**src/rtl/mu0_seq_alu.sv**
```systemverilog
`default_nettype none
// +-----------------------------------------------------------------------------+
// | mu0_seq_alu: registered MU0 ALU with N/Z/C/V flags and valid/ready intake.  |
// | Shifts are iterative when MU0_ALU_SHIFT_EN is defined; otherwise M=6/7 pass X.|
// | Revision: 1.0                                                               |
// +-----------------------------------------------------------------------------+
module mu0_seq_alu #(
  parameter int WIDTH = 16,
  parameter int SHW   = $clog2(WIDTH)
) (
  input  logic             Clk,
  input  logic             Reset,
  input  logic             In_Valid,
  output logic             In_Ready,
  input  logic [2:0]       M,
  input  logic [WIDTH-1:0] X,
  input  logic [WIDTH-1:0] Y,
  output logic             Out_Valid,
  output logic [WIDTH-1:0] Q,
  output logic             N,
  output logic             Z,
  output logic             C,
  output logic             V
);

  logic [WIDTH-1:0] w_b;
  logic [WIDTH-1:0] w_sum;
  logic [WIDTH-1:0] w_res;
  logic             w_cin;
  logic             w_cout;
  logic             w_c;
  logic             w_v;
  logic             w_start_shift;
  logic             w_load;

  logic [WIDTH-1:0] r_q;
  logic             r_n;
  logic             r_z;
  logic             r_c;
  logic             r_v;
  logic             r_out_valid;

  // One shared adder: add uses Y, increment uses 0+1, subtract uses ~Y+1.
  always_comb begin
    w_b   = '0;
    w_cin = 1'b0;
    case (M)
      3'd1:    w_b = Y;
      3'd2:    w_cin = 1'b1;
      3'd3: begin
        w_b   = ~Y;
        w_cin = 1'b1;
      end
      default: w_b = '0;
    endcase
    {w_cout, w_sum} = {1'b0, X} + {1'b0, w_b} + {{WIDTH{1'b0}}, w_cin};
  end

  always_comb begin
    w_res = X;
    w_c   = 1'b0;
    w_v   = 1'b0;
    case (M)
      3'd0: w_res = Y;
      3'd1, 3'd2, 3'd3: begin
        w_res = w_sum;
        w_c   = w_cout;
        w_v   = (X[WIDTH-1] == w_b[WIDTH-1]) && (w_sum[WIDTH-1] != X[WIDTH-1]);
      end
      3'd4: w_res = X & Y;
      3'd5: w_res = X | Y;
      default: w_res = X;
    endcase
  end

`ifdef MU0_ALU_SHIFT_EN
  typedef enum logic [0:0] {
    S_IDLE  = 1'b0,
    S_SHIFT = 1'b1
  } state_t;

  state_t           r_state;
  logic [WIDTH-1:0] r_work;
  logic [SHW-1:0]   r_cnt;
  logic             r_arith;
  logic [WIDTH-1:0] w_sh_res;
  logic             w_sh_c;
  logic             w_shift_done;

  assign In_Ready      = (r_state == S_IDLE);
  assign w_start_shift = In_Valid && In_Ready && (M[2:1] == 2'b11) && (Y[SHW-1:0] != '0);
  assign w_load        = In_Valid && In_Ready && !w_start_shift;
  assign w_shift_done  = (r_state == S_SHIFT) && (r_cnt == SHW'(1));

  always_comb begin
    if (r_arith) begin
      w_sh_res = {r_work[WIDTH-1], r_work[WIDTH-1:1]};
      w_sh_c   = r_work[0];
    end else begin
      w_sh_res = {r_work[WIDTH-2:0], 1'b0};
      w_sh_c   = r_work[WIDTH-1];
    end
  end

  always_ff @(posedge Clk or posedge Reset) begin
    if (Reset) begin
      r_state <= S_IDLE;
      r_work  <= '0;
      r_cnt   <= '0;
      r_arith <= 1'b0;
    end else begin
      case (r_state)
        S_IDLE: begin
          if (w_start_shift) begin
            r_work  <= X;
            r_cnt   <= Y[SHW-1:0];
            r_arith <= M[0];
            r_state <= S_SHIFT;
          end
        end
        S_SHIFT: begin
          r_work <= w_sh_res;
          r_cnt  <= r_cnt - SHW'(1);
          if (r_cnt == SHW'(1)) begin
            r_state <= S_IDLE;
          end
        end
        default: r_state <= S_IDLE;
      endcase
    end
  end
`else
  assign In_Ready      = 1'b1;
  assign w_start_shift = 1'b0;
  assign w_load        = In_Valid && !w_start_shift;
`endif

  // Result and flags only move together with an Out_Valid pulse.
  always_ff @(posedge Clk or posedge Reset) begin
    if (Reset) begin
      r_q         <= '0;
      r_n         <= 1'b0;
      r_z         <= 1'b0;
      r_c         <= 1'b0;
      r_v         <= 1'b0;
      r_out_valid <= 1'b0;
    end else begin
      r_out_valid <= 1'b0;
      if (w_load) begin
        r_q         <= w_res;
        r_n         <= w_res[WIDTH-1];
        r_z         <= (w_res == '0);
        r_c         <= w_c;
        r_v         <= w_v;
        r_out_valid <= 1'b1;
      end
`ifdef MU0_ALU_SHIFT_EN
      else if (w_shift_done) begin
        r_q         <= w_sh_res;
        r_n         <= w_sh_res[WIDTH-1];
        r_z         <= (w_sh_res == '0);
        r_c         <= w_sh_c;
        r_v         <= 1'b0;
        r_out_valid <= 1'b1;
      end
`endif
    end
  end

  assign Q         = r_q;
  assign N         = r_n;
  assign Z         = r_z;
  assign C         = r_c;
  assign V         = r_v;
  assign Out_Valid = r_out_valid;

endmodule
`default_nettype wire
```
**config.mk**
```make
export PLATFORM = sky130hd
export DESIGN_NAME = mu0_seq_alu
export DESIGN_NICKNAME = d
export VERILOG_FILES = /design/src/rtl/mu0_seq_alu.sv
export SDC_FILE = /design/constraint.sdc
export NUM_CORES = 1
export LEC_CHECK = 0
export ABC_CLOCK_PERIOD_IN_PS = 850
export CAP_MARGIN = 0
export CORE_ASPECT_RATIO = 0.8
export CORE_UTILIZATION = 51
export CTS_CLUSTER_DIAMETER = 120
export DETAILED_ROUTE_END_ITERATION = 10
export PLACE_DENSITY = 0.81
export SYNTH_ARGS = -nofsm -noshare
export SYNTH_HDL_FRONTEND = slang
export SYNTH_SLANG_ARGS = --single-unit
```
**constraint.sdc**
```tcl
create_clock -name Clk -period 0.85 [get_ports Clk]
set_input_delay 0.085 -clock Clk [delete_from_list [all_inputs] [get_ports Clk]]
set_output_delay 0.085 -clock Clk [all_outputs]
set_load 0.05 [all_outputs]
```
==> results.md, run 1 <==
- The count of flip-flops with a built-in enable after synthesis is 0.
- The flow did not finish.
- The flow halted during 4_1_cts.
- Measured along the y axis, the die boundary spans 64.5 um.
- The setup fix buffers added after clock tree synthesis is 37.
- The fraction of the mapped netlist area in adder cells is 0.0915.
- The H-tree level count is 1.
- The number of buffers added by the clock tree synthesis step is 3.
- The number of different library cells used by synthesis comes to 63.
- Summing every instance area after synthesis gives 2490 sq um.
- After technology mapping, the gate count stands at 327.
- The starting density of the core is 0.538.
- The clock root buffer is sky130_fd_sc_hd__clkbuf_8.
- The multiplexer share of the synthesized area is 0.0181.
- The post-synthesis compound-gate area fraction is 0.309.
- The number of nets in the synthesized netlist is 382.
- After synthesis, the share of flip-flops with an asynchronous set or reset is 1.00.
- The die boundary width is 80.1 um.
- The number of warnings issued by yosys is 0.
- The mean cell area of the mapped netlist is 7.61 sq um.
- The buffer levels on the longest clock path is 2.
- 60 I/O pins were placed.
- After synthesis the netlist holds a flip-flop and latch count of 20.
- Of the total synthesized cell area, the portion taken by AND, OR, NAND and NOR gates is 0.244.
- The half-perimeter wire length after detailed placement is 6.84 mm.
- The total number of clock tree sinks is 20.
- For this design, the CTS-stage hold fixing added 0 buffers.
- The post-synthesis xor/xnor area fraction is 0.0775.
- After clock tree synthesis, the repair step resized 153 gates.
- The tool reported: "[ERROR DPL-0038] Utilization greater than 100%, impossible to legalize".
- The dominant combinational cell family by area after synthesis is compound AO/OA/AOI/OAI gates.
- In the synthesized netlist the dominant register cell turns out to be sky130_fd_sc_hd__dfrtp_1.
- The sequential fraction of the synthesis area is 0.201.
- The site row count is 22.
- The number of placed cells counting well taps is 510.
- The global placer's final weighted congestion is 0.995.
- The area after detailed placement is 3970 sq um.
- The number of buffers inserted by port buffering is 58.
==> Yosys cell counts, types with 4 or more instances <==
| library cell | count | area share |
|---|---|---|
| sky130_fd_sc_hd__nand3_1 | 10 | 0.020 |
| sky130_fd_sc_hd__nand2b_1 | 13 | 0.033 |
| sky130_fd_sc_hd__mux2_2 | 4 | 0.018 |
| sky130_fd_sc_hd__nand2_1 | 21 | 0.032 |
| sky130_fd_sc_hd__and2_1 | 5 | 0.013 |
| sky130_fd_sc_hd__a21oi_1 | 35 | 0.070 |
| sky130_fd_sc_hd__o31ai_1 | 12 | 0.036 |
| sky130_fd_sc_hd__ha_1 | 15 | 0.075 |
| sky130_fd_sc_hd__o211ai_1 | 7 | 0.021 |
| sky130_fd_sc_hd__a21o_1 | 4 | 0.012 |
| sky130_fd_sc_hd__inv_1 | 11 | 0.017 |
| sky130_fd_sc_hd__o21ai_1 | 4 | 0.0080 |
| sky130_fd_sc_hd__o21ai_0 | 21 | 0.042 |
| sky130_fd_sc_hd__clkbuf_1 | 7 | 0.011 |
| sky130_fd_sc_hd__o21bai_1 | 5 | 0.015 |
| sky130_fd_sc_hd__xnor2_1 | 15 | 0.053 |
| sky130_fd_sc_hd__nor2_1 | 44 | 0.066 |
| sky130_fd_sc_hd__dfrtp_1 | 20 | 0.20 |
| sky130_fd_sc_hd__xor2_1 | 7 | 0.025 |
| sky130_fd_sc_hd__buf_2 | 5 | 0.010 |
==> metrics by stage <==
stage	hold slack (ns)	setup slack [ns]	util	setup TNS, ns
detailed placement	0.416	-2.35	0.858	-37.22
global placement	0.413	-2.24	0.858	-35.50
floorplan	0.0488	-1.92	-	-27.30
==> kinds of logic after synthesis <==
family                     Yosys count
and+or+nand+nor                    119
AOI/OAI and AO/OA                  114
buffers and inverters               30
xor gates and xnor gates            22
DFF                                 20
adders and majority gates           17
muxes                                4
other                                1
==> inputs of run 2 (changes only) <==
--- a/config.mk
+++ b/config.mk
@@ -7,11 +7,9 @@
 export LEC_CHECK = 0
 export ABC_CLOCK_PERIOD_IN_PS = 850
 export CAP_MARGIN = 0
-export CORE_ASPECT_RATIO = 0.8
-export CORE_UTILIZATION = 51
-export CTS_CLUSTER_DIAMETER = 120
+export CORE_UTILIZATION = 40
 export DETAILED_ROUTE_END_ITERATION = 10
-export PLACE_DENSITY = 0.81
+export PLACE_DENSITY_LB_ADDON = 0.15
 export SYNTH_ARGS = -nofsm -noshare
 export SYNTH_HDL_FRONTEND = slang
 export SYNTH_SLANG_ARGS = --single-unit
==> run 2 against run 1 <==
Compared with the run above: the flow now finishes, with violations (setup timing); synthesized cell count stayed put; synthesized area unchanged.
==> results.md, run 2 <==
- The final worst-path cycle share is 3.10.
- The number of register bits inferred by synthesis is 20 (unchanged).
- The count of flip-flops with a built-in enable after synthesis came to 0 (unchanged).
- The max-capacitance violation count is 0.
- The number of buffers and inverters on the critical path is 4.
- Walking the worst path, the cells encountered are buf_8 -> buf_8 -> buf_12 -> xnor2_2 -> nor2_1 -> ha_1 -> buf_6 -> a211oi_4 -> o21bai_1 -> a211o_1 -> nand3_2 -> nand4_1 -> nor4b_2 -> nand4_1 -> o31ai_2.
- The final reports fail on setup timing.
- The count of endpoints failing hold in the final timing report came to 0.
- The total number of clock tree sinks was 20 (unchanged).
- After the last flow step, the layout net total stands at 548.
- The die covers 6540 sq um.
- The critical path class is in -> reg.
- The worst path arrival time is 2.81 ns.
- The leakage power figure is 2.20 nW.
- STA classifies the critical path endpoint as a flip-flop.
- The delay of the slowest critical-path stage is 0.35 ns.
- The design draws 0.00563 W.
- Setup violations remaining at the end of the flow were counted as 40.
- The number of buffers added by the clock tree synthesis step is 3 (unchanged).
- The path class of the tightest hold or removal check is in -> async.
- The count of TritonRoute iterations in the first routing pass is 5.
- The ratio of routed vias to standard cells is 5.70.
- The slowest cell on the critical path is sky130_fd_sc_hd__a211o_1.
- The cell count after synthesis was 327 (unchanged).
- In the synthesized netlist, the cells that appear most often are sky130_fd_sc_hd__nor2_1 (44), sky130_fd_sc_hd__a21oi_1 (35), sky130_fd_sc_hd__nand2_1 (21), sky130_fd_sc_hd__o21ai_0 (21), sky130_fd_sc_hd__dfrtp_1 (20).
- The global placer's final weighted congestion came to 0.899 (-9.6%).
- In the final routed layout, each cell accounts on average for 17.8 um.
- Clock-pin slew was measured on the worst setup and hold paths at 0.07 ns.
- The number of buffers inserted by port buffering is 58 (unchanged).
- The biggest area contributor in the post-synthesis netlist is sky130_fd_sc_hd__dfrtp_1.
- After detailed routing, the total wire length is 10.1 mm.
- The flip-flop count of the largest register, all copies and words added is 16.
- Compared with the post-synthesis result, the final layout area differs by 97.7%.
- The slew at the pin closest to its max-slew limit is 0.635 ns.
- Across every metal layer, demand over resource in global routing totals 0.283.
- The top cell types in the final layout, fill and taps aside, are sky130_fd_sc_hd__buf_4 (100), sky130_fd_sc_hd__nor2_1 (42), sky130_fd_sc_hd__clkdlybuf4s50_1 (25).
- The library cell with the highest instance count after synthesis is sky130_fd_sc_hd__nor2_1.
- The area fraction of the dominant cell type after synthesis is 0.201 (unchanged).
- The cell family contributing the most delay on the critical path is compound AO/OA/AOI/OAI gates.
- The net count after synthesis came to 382 (unchanged).
- The height of the die is 80.9 um (+25%).
- Setup repair after global routing could not meet its margin everywhere.
- The H-tree level count is 1 (unchanged).
- The boundary pin count is 60 (unchanged).
- The final critical path time including I/O delays and setup is 2.64 ns.
- The via count of the first global-routing pass is 3127.
- The first-pass GRT wire length is 14.4 mm.
- The cts-stage hold buffer count is 0 (unchanged).
- VDD sags by at most 1390 uV.
- For this block, the initial DRC count from the detailed router was 164.
- Summed over all layers, the global routing overflow is 0.
- The async set-reset flop share out of synthesis is 1.00 (unchanged).
- The power per cell area is 1140 nW/um^2.
- The setup TNS is -27.16 ns.
- The total vias in the final route is 3231.
- The initial antenna violation count is 0.
- The core region is 5960 sq um.
- The most common cell after layout, fill and taps aside is sky130_fd_sc_hd__buf_4.
- The required time of the worst setup path is 1.03 ns.
- In the post-synthesis netlist, the biggest area contributors are sky130_fd_sc_hd__dfrtp_1 (20%), sky130_fd_sc_hd__ha_1 (7.5%), sky130_fd_sc_hd__a21oi_1 (7.0%).
- The number of library cell types mapped by synthesis came to 63 (unchanged).
- The site row count came to 28 (+27%).
- The repair_antennas step left the layout with diodes totalling 0.
- The worst slew margin relative to its limit is 0.571.
- The total count of max-transition violations in the final report was 0.
- The area of the mapped netlist was 2490 sq um (unchanged).
- The clock tree from TritonCTS is yes.
- The die boundary width came to 80.9 um (+0.97%).
- Timing would allow up to 0.379 GHz.
- The fill cell instance count of the final layout is 347.
- The clock root buffer is sky130_fd_sc_hd__clkbuf_8.
- The flow ran to the end, but the final reports show violations.
- Along the worst path, the maximum fanout reaches 6.
- The worst setup skew after layout is 0 ns.
- STA classifies the critical path startpoint as a primary input.
- For this run, design rule violations remaining after detail routing come to 0.
- The starting density of the core is 0.418 (-0.120).
- Entering global routing, the biggest net connects 21 pins.
- Across all setup checks in the final design, the least slack found is -1.79 ns.
- Among all flip-flop cells after synthesis, the most frequent one is sky130_fd_sc_hd__dfrtp_1.
- The buffer levels on the longest clock path was 2 (unchanged).
- The mean cell area of the mapped netlist is 7.61 sq um (unchanged).
- The half-perimeter wire length after detailed placement is 6.37 mm (-6.9%).
- The worst-skew pair later-pin latency is 0.26 ns.
- The number of warnings issued by yosys is 0 (unchanged).
- The sequential fraction of the synthesis area was 0.201 (unchanged).
- The detail route stage leaves a number of antenna-violating nets equal to 0.
- The share of cells above drive strength 1 is 0.526.
run 2: logic make-up (layout without fill, tap and decap cells):
family / Yosys count / after routing / share of synthesized area
adders and majority gates: 17 / 17 / 0.0915
muxes: 4 / 4 / 0.0181
other: 1 / 1 / 0.00151
and+or+nand+nor: 119 / 119 / 0.244
AOI/OAI and AO/OA: 114 / 114 / 0.309
xor gates and xnor gates: 22 / 22 / 0.0775
DFF: 20 / 20 / 0.201
buffers and inverters: 30 / 195 / 0.0573
run 2: metrics by stage:
stage | cell area (sq um) | instances | worst slack (ns) | util | hold WS [ns]
CTS | 4540 | 563 | -1.92 | 0.763 | 0.154
finish | 4920 | 567 | -1.79 | 0.826 | 0.150
global route | 4920 | 567 | -1.87 | 0.826 | 0.181
global placement | 4120 | 541 | -2.32 | 0.692 | 0.416
floorplan | 2610 | 327 | -1.92 | - | 0.0488
detailed placement | 4120 | 541 | -2.38 | 0.692 | 0.434
run 2: where the power goes:
group	internal, W	switching, W
registers	0.00107	0.000137
clock network	0.000334	0.000314
logic	0.00195	0.00182
total	0.00336	0.00227
run 2: final timing paths:
kind / cells after the start / start / endpoint / slack [ns]
min in group Clk: 6 / M[0] / Q[2] / 0.50
max in group asynchronous: 3 / Reset / Q[15] / 0.56
worst max-delay path: 15 / M[1] / Z / -1.79
worst min-delay path: 3 / Reset / Q[15] / 0.15
worst min register to register: 1 / Q[10] / Q[10] / 0.54
worst max register to register: 2 / Q[14] / Q[14] / -0.06
run 2: layout make-up:
type / count / area [sq um] / share of cell area
multi-input cells: 277 / 2410 / 0.490
repair buffers: 178 / 1810 / 0.369
flip-flops and latches: 20 / 502 / 0.102
well taps: 75 / 93.8 / 0.0191
inverters: 13 / 53.8 / 0.0109
clock buffers: 4 / 45.0 / 0.00916
run 2: repair_timing:
action	CTS	global route
setup endpoints to repair	40	40
pin swaps	38	47
cloned	1	0
setup buffers	18	7
resized for setup	68	76
run 2: worst reg2reg max path: stages (launching register included):
cell and delay [ns]:
sky130_fd_sc_hd__dfrtp_1 0.41, sky130_fd_sc_hd__buf_4 0.14, sky130_fd_sc_hd__mux2_4 0.25
run 2: metal layers:
metal / part of all wire / wire length [um] / GRT usage / vias to the layer above
met5: 0 / 0 / 0 / -
met3: 0.043 / 433 / 0.0303 / 24
met4: 0.022 / 223 / 0.100 / 0
met2: 0.55 / 5560 / 0.525 / 116
li1: - / - / - / 1512
met1: 0.38 / 3870 / 0.333 / 1579
Note: power is estimated with default switching activity, not from simulation.
==> inputs of run 3 (changes only) <==
--- a/config.mk
+++ b/config.mk
@@ -5,7 +5,6 @@
 export SDC_FILE = /design/constraint.sdc
 export NUM_CORES = 1
 export LEC_CHECK = 0
-export ABC_CLOCK_PERIOD_IN_PS = 850
 export CAP_MARGIN = 0
 export CORE_UTILIZATION = 40
 export DETAILED_ROUTE_END_ITERATION = 10
==> results of run 3 <==
No change in the layout: final DEF, timing and power equal those of run 2.
